--- config.mk ---
export PLATFORM = sky130hd
export DESIGN_NAME = deskew
export DESIGN_NICKNAME = d
export VERILOG_FILES = /design/src/rtl/deskew_pkg.sv /design/src/rtl/deskew_lane_delay.sv /design/src/rtl/deskew.sv
export SDC_FILE = /design/constraint.sdc
export NUM_CORES = 1
export LEC_CHECK = 0
export ABC_AREA = 1
export CORE_MARGIN = 8
export CORE_UTILIZATION = 30
export DETAILED_ROUTE_END_ITERATION = 16
export SLEW_MARGIN = 20
export SYNTH_ARGS = -nofsm -noshare
export SYNTH_HDL_FRONTEND = slang
export SYNTH_SLANG_ARGS = --single-unit
--- constraint.sdc ---
create_clock -name clk -period 24.6 [get_ports clk]
set_input_delay 4.92 -clock clk [delete_from_list [all_inputs] [get_ports clk]]
set_output_delay 4.92 -clock clk [all_outputs]
set_load 0.02 [all_outputs]
--- src/rtl/deskew_pkg.sv ---
// Shared types for the deskew stage: scalar lane payload and default array sizing.
package deskew_pkg;

  localparam int unsigned SYS_ARRAY_LEN = 4;
  localparam int unsigned NUMBER_W      = 32;

  typedef struct packed {
    logic [NUMBER_W-1:0] data;
    logic                valid;
  } scalar_t;

endpackage

--- src/rtl/deskew_lane_delay.sv ---
// Fixed-depth shift register of scalar_t; DEPTH=0 is a plain wire.
module deskew_lane_delay
  import deskew_pkg::*;
#(
  parameter int unsigned DEPTH  = 0,
  parameter int unsigned DATA_W = NUMBER_W
) (
  input  logic    clk,
  input  logic    rst,
  input  logic    clear,
  input  scalar_t scalar_in,
  output scalar_t scalar_out
);

  generate
    if (DEPTH == 0) begin : g_pass
      logic unused_pass;
      assign unused_pass = ^{clk, rst, clear};
      assign scalar_out  = scalar_in;
    end else begin : g_shift
      logic [DEPTH-1:0][DATA_W-1:0] data_q;
      logic [DEPTH-1:0]             valid_q;

      // Clear drops every in-flight element including this cycle's input.
      always_ff @(posedge clk or posedge rst) begin
        if (rst) begin
          data_q  <= '0;
          valid_q <= '0;
        end else if (clear) begin
          valid_q <= '0;
        end else begin
          data_q[0]  <= DATA_W'(scalar_in.data);
          valid_q[0] <= scalar_in.valid;
          for (int i = 1; i < int'(DEPTH); i++) begin
            data_q[i]  <= data_q[i-1];
            valid_q[i] <= valid_q[i-1];
          end
        end
      end

      assign scalar_out = {NUMBER_W'(data_q[DEPTH-1]), valid_q[DEPTH-1]};
    end
  endgenerate

endmodule

--- src/rtl/deskew.sv ---
// Re-aligns a diagonally skewed scalar stream into one parallel vector with a single valid.
module deskew
  import deskew_pkg::*;
#(
  parameter int unsigned LEN    = SYS_ARRAY_LEN,
  parameter int unsigned DATA_W = NUMBER_W,
  parameter int unsigned CNT_W  = 16
) (
  input  logic                       clk,
  input  logic                       rst,
  input  scalar_t [LEN-1:0]          scalar_in,
  input  logic                       clear,
  output logic [LEN-1:0][DATA_W-1:0] data_out,
  output logic                       data_valid,
  output logic                       align_err,
  output logic [CNT_W-1:0]           vec_count
);

  scalar_t [LEN-1:0]          delayed;
  logic    [LEN-1:0]          m;
  logic    [LEN-1:0][DATA_W-1:0] m_data;
  logic                       all_valid;
  logic                       mixed;

  // Lane i waits LEN-1-i cycles so all lanes of one vector meet at the output register.
  generate
    for (genvar gi = 0; gi < int'(LEN); gi++) begin : g_lane
      deskew_lane_delay #(
        .DEPTH  (LEN - 1 - gi),
        .DATA_W (DATA_W)
      ) u_lane (
        .clk        (clk),
        .rst        (rst),
        .clear      (clear),
        .scalar_in  (scalar_in[gi]),
        .scalar_out (delayed[gi])
      );
      assign m[gi]      = delayed[gi].valid;
      assign m_data[gi] = DATA_W'(delayed[gi].data);
    end
  endgenerate

  always_comb begin
    all_valid = &m;
    mixed     = (|m) && !all_valid;
  end

  // Output register: only complete vectors load data_out and bump the count.
  always_ff @(posedge clk or posedge rst) begin
    if (rst) begin
      data_out   <= '0;
      data_valid <= 1'b0;
      align_err  <= 1'b0;
      vec_count  <= '0;
    end else if (clear) begin
      data_valid <= 1'b0;
      align_err  <= 1'b0;
      vec_count  <= '0;
    end else begin
      data_valid <= all_valid;
      if (all_valid) begin
        data_out  <= m_data;
        vec_count <= vec_count + CNT_W'(1);
      end
      if (mixed) begin
        align_err <= 1'b1;
      end
    end
  end

endmodule

Word-level counts from Yosys, hierarchy flattened
Index checks and enable logic that the tools add are counted.
{"block": "totals", "reg_bits": 344, "inputBits": 135, "out_inout_bits": 146, "wordCells": 33}
{"block": "classes", "add_sub_neg": 1, "n_mux": 8, "bitwise_logic": 1, "n_reduce_logical": 7}
{"operator": "16-bit two-way mux", "count": 2}
{"operator": "16-bit by 1-bit adder with 16-bit output, second input constant", "count": 1}
{"operator": "5-bit AND reduction", "count": 1}
{"operator": "1-bit two-way mux", "count": 4}
{"operator": "4-bit AND reduction", "count": 1}
{"operator": "2-bit nonzero test", "count": 2}
{"operator": "4-bit OR reduction", "count": 1}
{"operator": "3-bit two-way mux", "count": 1}
{"operator": "2-bit two-way mux", "count": 1}
{"operator": "1-bit logical AND", "count": 1}
{"operator": "1-bit zero test", "count": 1}
{"operator": "1-bit inverter", "count": 1}

Longest topological paths before layout
Gate-level depths: netlist of run 1.
{"block": "logic_depth", "ltp_word": 5, "mapped_depth": 8, "depth_no_buf": 8}

Cells and area by module
From an unflattened synthesis of run 1, not the netlist that was laid out.
{"block": "hier_totals", "cells_unflattened": 1607, "hier_area_um2": 14064.7}
{"mod": "deskew", "n_inst": 1, "cells_each": 674, "area_each_um2": 5829.3, "seq_area_each_um2": 3653.5}
{"mod": "deskew_lane_delay (g_lane[0].u_lane)", "n_inst": 1, "cells_each": 449, "area_each_um2": 3973.8, "seq_area_each_um2": 2477.4}
{"mod": "deskew_lane_delay (g_lane[1].u_lane)", "n_inst": 1, "cells_each": 310, "area_each_um2": 2735.1, "seq_area_each_um2": 1651.6}
{"mod": "deskew_lane_delay (g_lane[2].u_lane)", "n_inst": 1, "cells_each": 141, "area_each_um2": 1278.7, "seq_area_each_um2": 825.8}
{"mod": "deskew_lane_delay (g_lane[3].u_lane)", "n_inst": 1, "cells_each": 33, "area_each_um2": 247.7, "seq_area_each_um2": 0.0}

Worst setup path before layout of run 1
No wires, ideal clock.
{"block": "synth_path", "path_kind": "input-to-reg", "startpoint": "input port clear", "endpoint": "register g_lane[0].u_lane.g_shift.data_q, in the netlist g_lane[0].u_lane.scalar_out[32]", "setup_time_ns": 0.133, "arrival_time_ns": 5.694, "required_time_ns": 24.467, "slack_ns": 18.773, "stages": 7, "n_path_buf": 4, "path_cell_list": "buf_2 inv_4 buf_4 buf_2 buf_2 nand2_1 o21ai_0"}
{"item": "start: declaration", "line_no": "deskew.sv:12", "rtl": "input logic clear,"}
{"item": "end signal: indexed assignment", "line_no": "deskew_lane_delay.sv:35", "rtl": "data_q[i] <= data_q[i-1];"}
{"item": "end: declaration", "line_no": "deskew_lane_delay.sv:21", "rtl": "logic [DEPTH-1:0][DATA_W-1:0] data_q;"}

Worst setup path in the final report of run 1
{"block": "layout_path", "startpoint": "input port clear", "endpoint": "register vec_count[1]"}
{"block": "layout_via", "elab_chain_len": 1, "word_cells_on_any_way": 2, "cone_classes": "mux: 1; reduce/logical: 1"}
{"item": "16-bit two-way mux / 2-bit nonzero test (equally long branches)"}
{"item": "end signal: assignment", "line_no": "deskew.sv:63", "rtl": "vec_count <= vec_count + CNT_W'(1);"}
{"item": "end: declaration", "line_no": "deskew.sv:16", "rtl": "output logic [CNT_W-1:0] vec_count"}
Several ways; a longest one is shown, not always the timed one.
A chain may end at the register's enable or synchronous reset.

==> results.md, run 1 <==
- Total grt overflow: 0
- GRT Util Overall: 0.129
- DP Wirelength: around 22000 µm
- Met1 Usage GRT: 0.161
- Vias per cell: about 4.2
- Post-Syn Instances: 1381
- Post-synthesis cell type count: 26
- Post-Syn Area: around 0.013 mm²
- CP endpoint kind: flop
- Effective utilization at floorplan: 0.302
- CP required: between 20000 and 30000 ps
- Type of the tightest min-delay check: reg -> reg
- Final nets: between 1500 and 2000
- Status: finished clean
- RSZ-0062 raised after global routing: no
- Routed wire length: approximately 33000 µm
- Crit-path max FO: about 130
- Hold Buf Count CTS: 0
- M3 GR Usage: 0.0341
- Fin crit period: about 7300 ps
- Iter 0 DRT Violations: ~610
- Max Freq: 136 MHz
- Tcrit/Tclk final: 0.298
- Global Route met2 Usage: 0.215
- Final hold vios: 0
- Max-Cap Viols: 0
- Vias in the first global route: ~9600
- Die ar.: approximately 0.050 mm²
- H-tree levels: 2
- Commonest cells after routing, fill and taps aside: 530 x nand2_1, 344 x dfrtp_1, 279 x clkdlybuf4s50_1, 213 x o21ai_0, 134 x inv_1
- CTS tree: built
- Worst Setup Start Kind: input port
- Largest net degree at the start of global routing: roughly 130
- Ports: about 280
- Arr. time, crit path: between 7000 and 8000 ps
- Fill cells: around 4200
- Die width: approximately 220 µm
- Yosys reg bits: around 340
- Core ar.: ~0.043 mm²
- Top Usage Layer GRT: met2
- IO buf count: 280
- Antenna Nets Post-Route: 0
- Synthesized Nets: approximately 1500
- Maximum VDD drop: approximately 0.038 mV
- GPL Wtd Cong: between 0.7 and 0.8
- Mapped Avg Cell Area: 9.38 µm²
- Gates resized, CTS repair: 0
- Area of the multi-input gates: 0.00350 mm²
- Post-CTS Setup Inserts: 0
- Pins Over Slew Limit: 0
- Least-Margin Pin Slew: just over 900 ps
- Root Buffer: clkbuf_16
- Die height: between 200 and 250 µm
- Initial antenna violation count: 0
- P per Cell Area: between 70 and 80 mW/mm²
- Rows: between 70 and 80
- Drt pass-1 iters: 4
- Skew final: around 8.5 ps
- Critical path class: in -> reg
- Layout cell share with drive strength beyond 1: 0.0474
- First-pass GRT wire length: approximately 53000 µm
- YS warnings: 0
- Sink Count: 344
- Clock transition at the registers of the reported paths: approximately 60 ps
- Max clock buf depth: 3
- Leakage power: roughly 8.3 nW
- Worst hold slack: 462 ps
- Setup-failing EPs final: 0
- Most common cell after layout, fill and taps aside: nand2_1
- Final routed DRC violation total: 0
- Setup TNS: 0 ps
- Wire per inst: approximately 15 µm
- Syn-to-layout area delta: 35.0%
- Sequential share of the synthesized area: 0.665
- Via Count: between 9000 and 10000
- Reg area: approximately 0.0086 mm²
- Worst skew pair latency: between 500 and 600 ps
- Relative slew slack: 0.379
- CTS buffer count: 39
[critical path, stage by stage]
cell and delay, ps:
buf_4 130, inv_6 570, nand2_8 600, inv_2 560, buf_4 600, a22o_1 220
[routing by layer]
| layer | vias to the layer above | share of wire | routed length [µm] |
|---|---|---|---|
| li1 | 4807 | - | - |
| met1 | 4535 | 0.44 | 14400 |
| met2 | 189 | 0.48 | 15700 |
| met3 | 44 | 0.060 | 1980 |
| met4 | 0 | 0.023 | 743 |
| met5 | - | 0 | 0 |
[sequential cells by signal (all words and copies together), names as in the netlist]
| name | cells |
|---|---|
| g_lane.u_lane.g_shift.data_q | 128 |
| align_err | 1 |
| g_lane.u_lane.scalar_out | 64 |
| data_out | 128 |
| g_lane.u_lane.g_shift.valid_q | 6 |
| data_valid | 1 |
| vec_count | 16 |
[stage by stage]
step                      std cells  area [µm²]  total power, W  utilization  worst slack, ps
final                          2253       17500         0.00127        0.408            17270
after global routing           2252       17500         0.00133        0.408            16940
after CTS                      2252       17500         0.00129        0.408            17260
after detailed placement       2183       16200        0.000726        0.379            16670
after global placement         2183       16200        0.000722        0.379            16720
after floorplan                1381       12900        0.000678            -            10140
[report_power, final]
| group | switching (W) | leakage [nW] | internal, W |
|---|---|---|---|
| combinational | 0.0000540 | 3.25 | 0.0000416 |
| clock | 0.000226 | 0.622 | 0.000333 |
| sequential | 0.0000142 | 4.47 | 0.000603 |
| total | 0.000294 | 8.34 | 0.000977 |
[cell type report]
cell class	count	share of cell area
sequential	344	0.492
multi-input combinational	828	0.200
timing repair buffer	289	0.164
clock buffer	54	0.0649
tap	585	0.0419
inverter	137	0.0301
clock inverter	15	0.00630
antenna	1	0.000143
[Yosys cell counts]
cell type  instances  area (µm²)
buf_1              2        7.51
a22o_1             1        8.76
nand2_1          530        1990
nor3_1             4        20.0
o21ai_0          213        1070
dfrtp_1          344        8610
nor2_1            29         109
nand3_1            8        40.0
buf_2             36         180
o21ai_1           23         115
inv_2              1        3.75
buf_6              1        11.3
a31oi_1            1        6.26
o21a_1             1        7.51
clkbuf_1          30         113
nor2_2             1        6.26
inv_1            135         507
nor4_1             1        6.26
inv_4              1        6.26
nor2_8             1        20.0
buf_4              3        22.5
ha_1               1        12.5
nand4_1            4        25.0
nand2_2            1        6.26
a21oi_1            8        40.0
nand2_4            1        11.3
[worst paths after layout]
kind | startpoint | endpoint | slack, ps | cells after the start
max | clear | vec_count[1] | 17270 | 6
min | g_lane[0].u_lane.g_shift.data_q[41] | g_lane[0].u_lane.scalar_out[10] | 460 | 2
max reg2reg | g_lane[0].u_lane.g_shift.valid_q[2] | vec_count[1] | 21880 | 6
min reg2reg | g_lane[0].u_lane.g_shift.data_q[41] | g_lane[0].u_lane.scalar_out[10] | 460 | 2
max in group asynchronous | rst | data_out[44] | 17810 | 4
min in group asynchronous | rst | data_out[93] | 4900 | 2
[cell families (layout without fill, tap and decap cells)]
logic type,Yosys count,after routing,synth area share
DFF,344,344,0.665
other,0,1,0
buffers and inverters,209,495,0.0657
AOI/OAI and AO/OA,247,247,0.0960
and+or+nand+nor,580,580,0.172
adders and majority gates,1,1,0.000966
Power figures use the tool's default switching activity.
==> run 2: changes to the inputs <==
clock period = 6.28 ns   (was 24.6 ns; I/O delays follow)
==> results.md, run 2 (synthesis gave the netlist of run 1 again) <==
- Status: finished clean
- Die width: about 220 µm
- Least-Margin Pin Slew: ~1000 ps
- GRT Util Overall: 0.131
- Delay-heaviest family, CP: buffers and inverters
- Via Count: 9579
- Finished Cell Area: approximately 0.018 mm²
- Final hold vios: 0
- CTS tree: built
- Die height: ~220 µm
- Buffer and inverter count on the worst path: 3
- Drt pass-1 iters: 5
- Initial antenna violation count: 2
- Root Buffer: clkbuf_16
- Clock transition at the registers of the reported paths: 60 ps
- Placed cell area: 0.0162 mm²
- Syn-to-layout area delta: 36.0%
- Worst Setup Start Kind: input port
- Cell breakdown of the critical path: clkdlybuf4s50_1 > nand2_2 > nor2_8 > nand2_8 > inv_2 > buf_4 > a22o_1
- Worst skew pair latency: 540 ps
- Type of the tightest min-delay check: reg -> reg
- CP required: between 6000 and 7000 ps
- Max-Cap Viols: 0
- Critical path class: in -> reg
- Sink Count: 344
- Antenna Nets Post-Route: 0
- Effective utilization at floorplan: 0.302
- H-tree levels: 2
- Pins Over Slew Limit: 0
- Gates resized, CTS repair: 0
- Skew final: 10.3 ps
- Die ar.: between 0.05 and 0.06 mm²
- Final core occ: 0.411
- Setup TNS: 0 ps
- Layout cell share with drive strength beyond 1: 0.0467
- Ports: roughly 280
- Max clock buf depth: 3
- Core ar.: approximately 0.043 mm²
- CP endpoint kind: flop
- CTS buffer count: 40
- RSZ-0062 raised after global routing: no
- Crit-path max FO: between 100 and 150
- Rows: 76
- Tcrit/Tclk final: 0.570
- Maximum VDD drop: between 0.1 and 0.15 mV
- Largest net degree at the start of global routing: 167
- Relative slew slack: 0.316
- First-pass GRT wire length: around 53000 µm
- Final routed DRC violation total: 0
- Fin crit period: approximately 3600 ps
- Worst hold slack: 461 ps
- Iter 0 DRT Violations: roughly 620
- CP max-delay cell: inv_2
- IO buf count: 280
- Hold Buf Count CTS: 0
- Setup-failing EPs final: 0
- Vias in the first global route: around 9800
- Vias per cell: 4.25
- GPL Wtd Cong: 0.751
- Most common cell after layout, fill and taps aside: nand2_1
- Max Freq: 279 MHz
- Commonest cells after routing, fill and taps aside: 530 x nand2_1, 344 x dfrtp_1, 279 x clkdlybuf4s50_1, 213 x o21ai_0, 134 x inv_1
- Tot Pwr: 0.00518 W
- Post-CTS Setup Inserts: 0
- Wire per inst: roughly 15 µm
- Arr. time, crit path: 4050 ps
- DP Wirelength: ~22000 µm
- Routed wire length: 33200 µm
- P per Cell Area: around 290 mW/mm²
- Total grt overflow: 0
- Final nets: 1775
- Leakage power: ~8.4 nW
- Critical Path Max Stage Delay: 760 ps
run 2: changes by cell type in the layout (fill, tap and decap cells not counted), moves of 3 or more:
cell / delta
clkinv_2: -7
bufinv_16: +3
clkbuf_1: +3
clkbuf_8: +4
run 2: where the power goes:
group / switching [W] / internal [W]
Clock: 0.000900 / 0.00148
Combinational: 0.000211 / 0.000164
Sequential: 0.0000556 / 0.00236
Total: 0.00117 / 0.00401
run 2: worst register-to-register path: stages, from the launching register on:
cell,delay (ps)
dfrtp_1,360
nand2_1,140
nor2_8,210
nand2_8,440
inv_2,770
buf_4,570
a22o_1,220
run 2: layer usage:
metal | GRT usage | share of wire | vias to the layer above
li1 | - | - | 4798
met1 | 0.164 | 0.44 | 4526
met2 | 0.217 | 0.47 | 198
met3 | 0.0386 | 0.063 | 55
met4 | 0.0404 | 0.024 | 2
met5 | 0 | 0.00039 | -
run 2: final cells by class:
cell class                 count  area [µm²]
clock inverter                11         164
sequential                   344        8610
antenna                        1        2.50
inverter                     137         523
fill                        4173       25300
multi-input combinational    828        3500
tap                          585         732
clock buffer                  61        1200
timing repair buffer         288        2890
run 2: path summary, 6_finish.rpt:
path | slack, ps | to | depth (start not counted) | start
setup / recovery | 2700 | vec_count[1] | 7 | scalar_in[99]
hold / removal | 460 | g_lane[1].u_lane.g_shift.valid_q[1] | 2 | g_lane[1].u_lane.g_shift.valid_q[0]
setup reg to reg | 3510 | vec_count[1] | 6 | g_lane[0].u_lane.g_shift.valid_q[2]
hold reg to reg | 460 | g_lane[1].u_lane.g_shift.valid_q[1] | 2 | g_lane[1].u_lane.g_shift.valid_q[0]
max in group asynchronous | 3730 | g_lane[0].u_lane.g_shift.data_q[36] | 3 | rst
min in group asynchronous | 1190 | data_out[66] | 2 | rst
run 2: through the flow:
step	setup WS [ps]	instances
floorplan	422	1381
global placement	2110	2182
detailed placement	2060	2182
CTS	2650	2254
global route	2390	2255
finish	2700	2255
==> run 3: changes to the inputs <==
clock period = 3.29 ns   (was 6.28 ns; I/O delays follow)
==> results.md, run 3 (synthesis gave the netlist of run 1 again) <==
- Status: finished clean
- Crit-path max FO: 6
- Arr. time, crit path: 1660 ps
- Wire per inst: roughly 15 µm
- Max-Cap Viols: 0
- DP Cell Count: 2198
- Commonest cells after routing, fill and taps aside: 530 x nand2_1, 344 x dfrtp_1, 279 x clkdlybuf4s50_1, 213 x o21ai_0, 134 x inv_1
- Buffer and inverter count on the worst path: 1
- Vias per cell: 4.29
- CP endpoint kind: output pin
- Antenna Nets Post-Route: 0
- Rows: 76
- Critical path class: reg -> out
- H-tree levels: 2
- Final routed DRC violation total: 0
- Final nets: between 1500 and 2000
- Net Sw Power: about 0.0022 W
- First-pass GRT wire length: 55100 µm
- Flop pwr share: 0.463
- CP required: between 2000 and 3000 ps
- Clock share of power: 0.463
- Post-CTS Setup Inserts: 0
- Place WS: 621 ps
- Via Count: roughly 10000
- Routed wire length: between 30000 and 40000 µm
- Delay-heaviest family, CP: buffers and inverters
- GPL Wtd Cong: roughly 0.76
- CTS buffer count: 40
- Final hold vios: 0
- Critical Path Max Stage Delay: roughly 660 ps
- Vias in the first global route: ~9900
- Ports: between 200 and 300
- Drt pass-1 iters: 5
- Core ar.: between 0.04 and 0.05 mm²
- Worst Setup Start Kind: flop
- P per Cell Area: ~560 mW/mm²
- Die ar.: approximately 0.050 mm²
- Iter 0 DRT Violations: 600
- Endpoint of the worst register-to-register path: data_out[60]
- Sw Ratio: 0.223
- Cell Int Power: about 0.0078 W
- Relative slew slack: 0.432
- Leakage power: between 8 and 9 nW
- Largest net degree at the start of global routing: around 120
- Logic pwr share: 0.074
- Cell breakdown of the critical path: clkdlybuf4s50_1
- Effective utilization at floorplan: 0.302
- Hold EP: g_lane[0].u_lane.scalar_out[1]
- Worst skew pair latency: around 530 ps
- Max clock buf depth: 3
- Least-Margin Pin Slew: 852 ps
- Die width: around 220 µm
- Type of the tightest min-delay check: reg -> reg
- Setup-failing EPs final: 0
- Root Buffer: clkbuf_16
- Skew final: between 8 and 9 ps
- Maximum VDD drop: roughly 0.28 mV
- Layout cell share with drive strength beyond 1: 0.0547
- Tot Pwr: roughly 0.010 W
- Most common cell after layout, fill and taps aside: nand2_1
- R2R setup slack: ~1400 ps
- Gates resized, CTS repair: 0
- Final core occ: 0.415
- CP max-delay cell: clkdlybuf4s50_1
- Sink Count: approximately 340
- Initial antenna violation count: 1
- Max Freq: approximately 430 MHz
- Hold_sp: g_lane[0].u_lane.g_shift.data_q[32]
- Pins Over Slew Limit: 0
- Worst hold slack: approximately 460 ps
- Die height: about 220 µm
- Total grt overflow: 0
- Fin crit period: approximately 2300 ps
- Tcrit/Tclk final: 0.706
- Hold Buf Count CTS: 0
- Syn-to-layout area delta: 37.4%
- R2R cell count: 6
- RSZ-0062 raised after global routing: no
- R2r startpoint: g_lane[1].u_lane.g_shift.valid_q[1]
- GRT Util Overall: 0.135
- Clock transition at the registers of the reported paths: roughly 60 ps
- IO buf count: 280
- Final worst slack: between 900 and 1000 ps
- Non-filler instance count after layout: between 2000 and 2500
- Hold Path Depth: 2
- DP Wirelength: approximately 23000 µm
- CTS tree: built
-- run 3: layer usage --
metal,track usage,vias up,part of all wire,wire (µm)
met3,0.0265,51,0.048,1620
met4,0.0497,0,0.026,885
met1,0.178,4628,0.46,15300
met5,0,-,0,0
li1,-,4819,-,-
met2,0.218,227,0.47,15900
-- run 3: tightest hold or removal path, cell delays in order, from the launching register on --
cell and delay (ps):
dfrtp_1 340, nand2_1 50, nand2_1 40
-- run 3: worst max path at each step --
| stage | start | to | slack, ps | cells after the start |
|---|---|---|---|---|
| after floorplan | rst | align_err | -1970 | 1 |
| after global placement | scalar_in[99] | data_out[119] | 700 | 8 |
| after detailed placement | scalar_in[99] | data_out[113] | 620 | 8 |
| after CTS | vec_count[7] | vec_count[7] | 900 | 1 |
| after global routing | vec_count[7] | vec_count[7] | 870 | 1 |
| final | vec_count[7] | vec_count[7] | 970 | 1 |
-- run 3: metrics by stage --
stage / TNS (ps) / area (µm²)
floorplan: -677850 / 13000
global placement: 0 / 16400
detailed placement: 0 / 16400
CTS: 0 / 17800
global route: 0 / 17800
finish: 0 / 17800
-- run 3: cell type report --
cell class	count	area (µm²)
clock buffer	54	1110
antenna	1	2.50
clock inverter	15	259
inverter	137	523
tap	585	732
fill	4190	25100
sequential	344	8610
multi-input combinational	828	3500
timing repair buffer	304	3060
-- run 3: power by group through the flow --
stage | registers, W | clock network (W) | logic, W
global placement | 0.00469 | 0 | 0.000738
finish | 0.00462 | 0.00462 | 0.000737
global route | 0.00465 | 0.00494 | 0.000847
CTS | 0.00462 | 0.00479 | 0.000760
detailed placement | 0.00469 | 0 | 0.000755
floorplan | 0.00471 | 0 | 0.000357
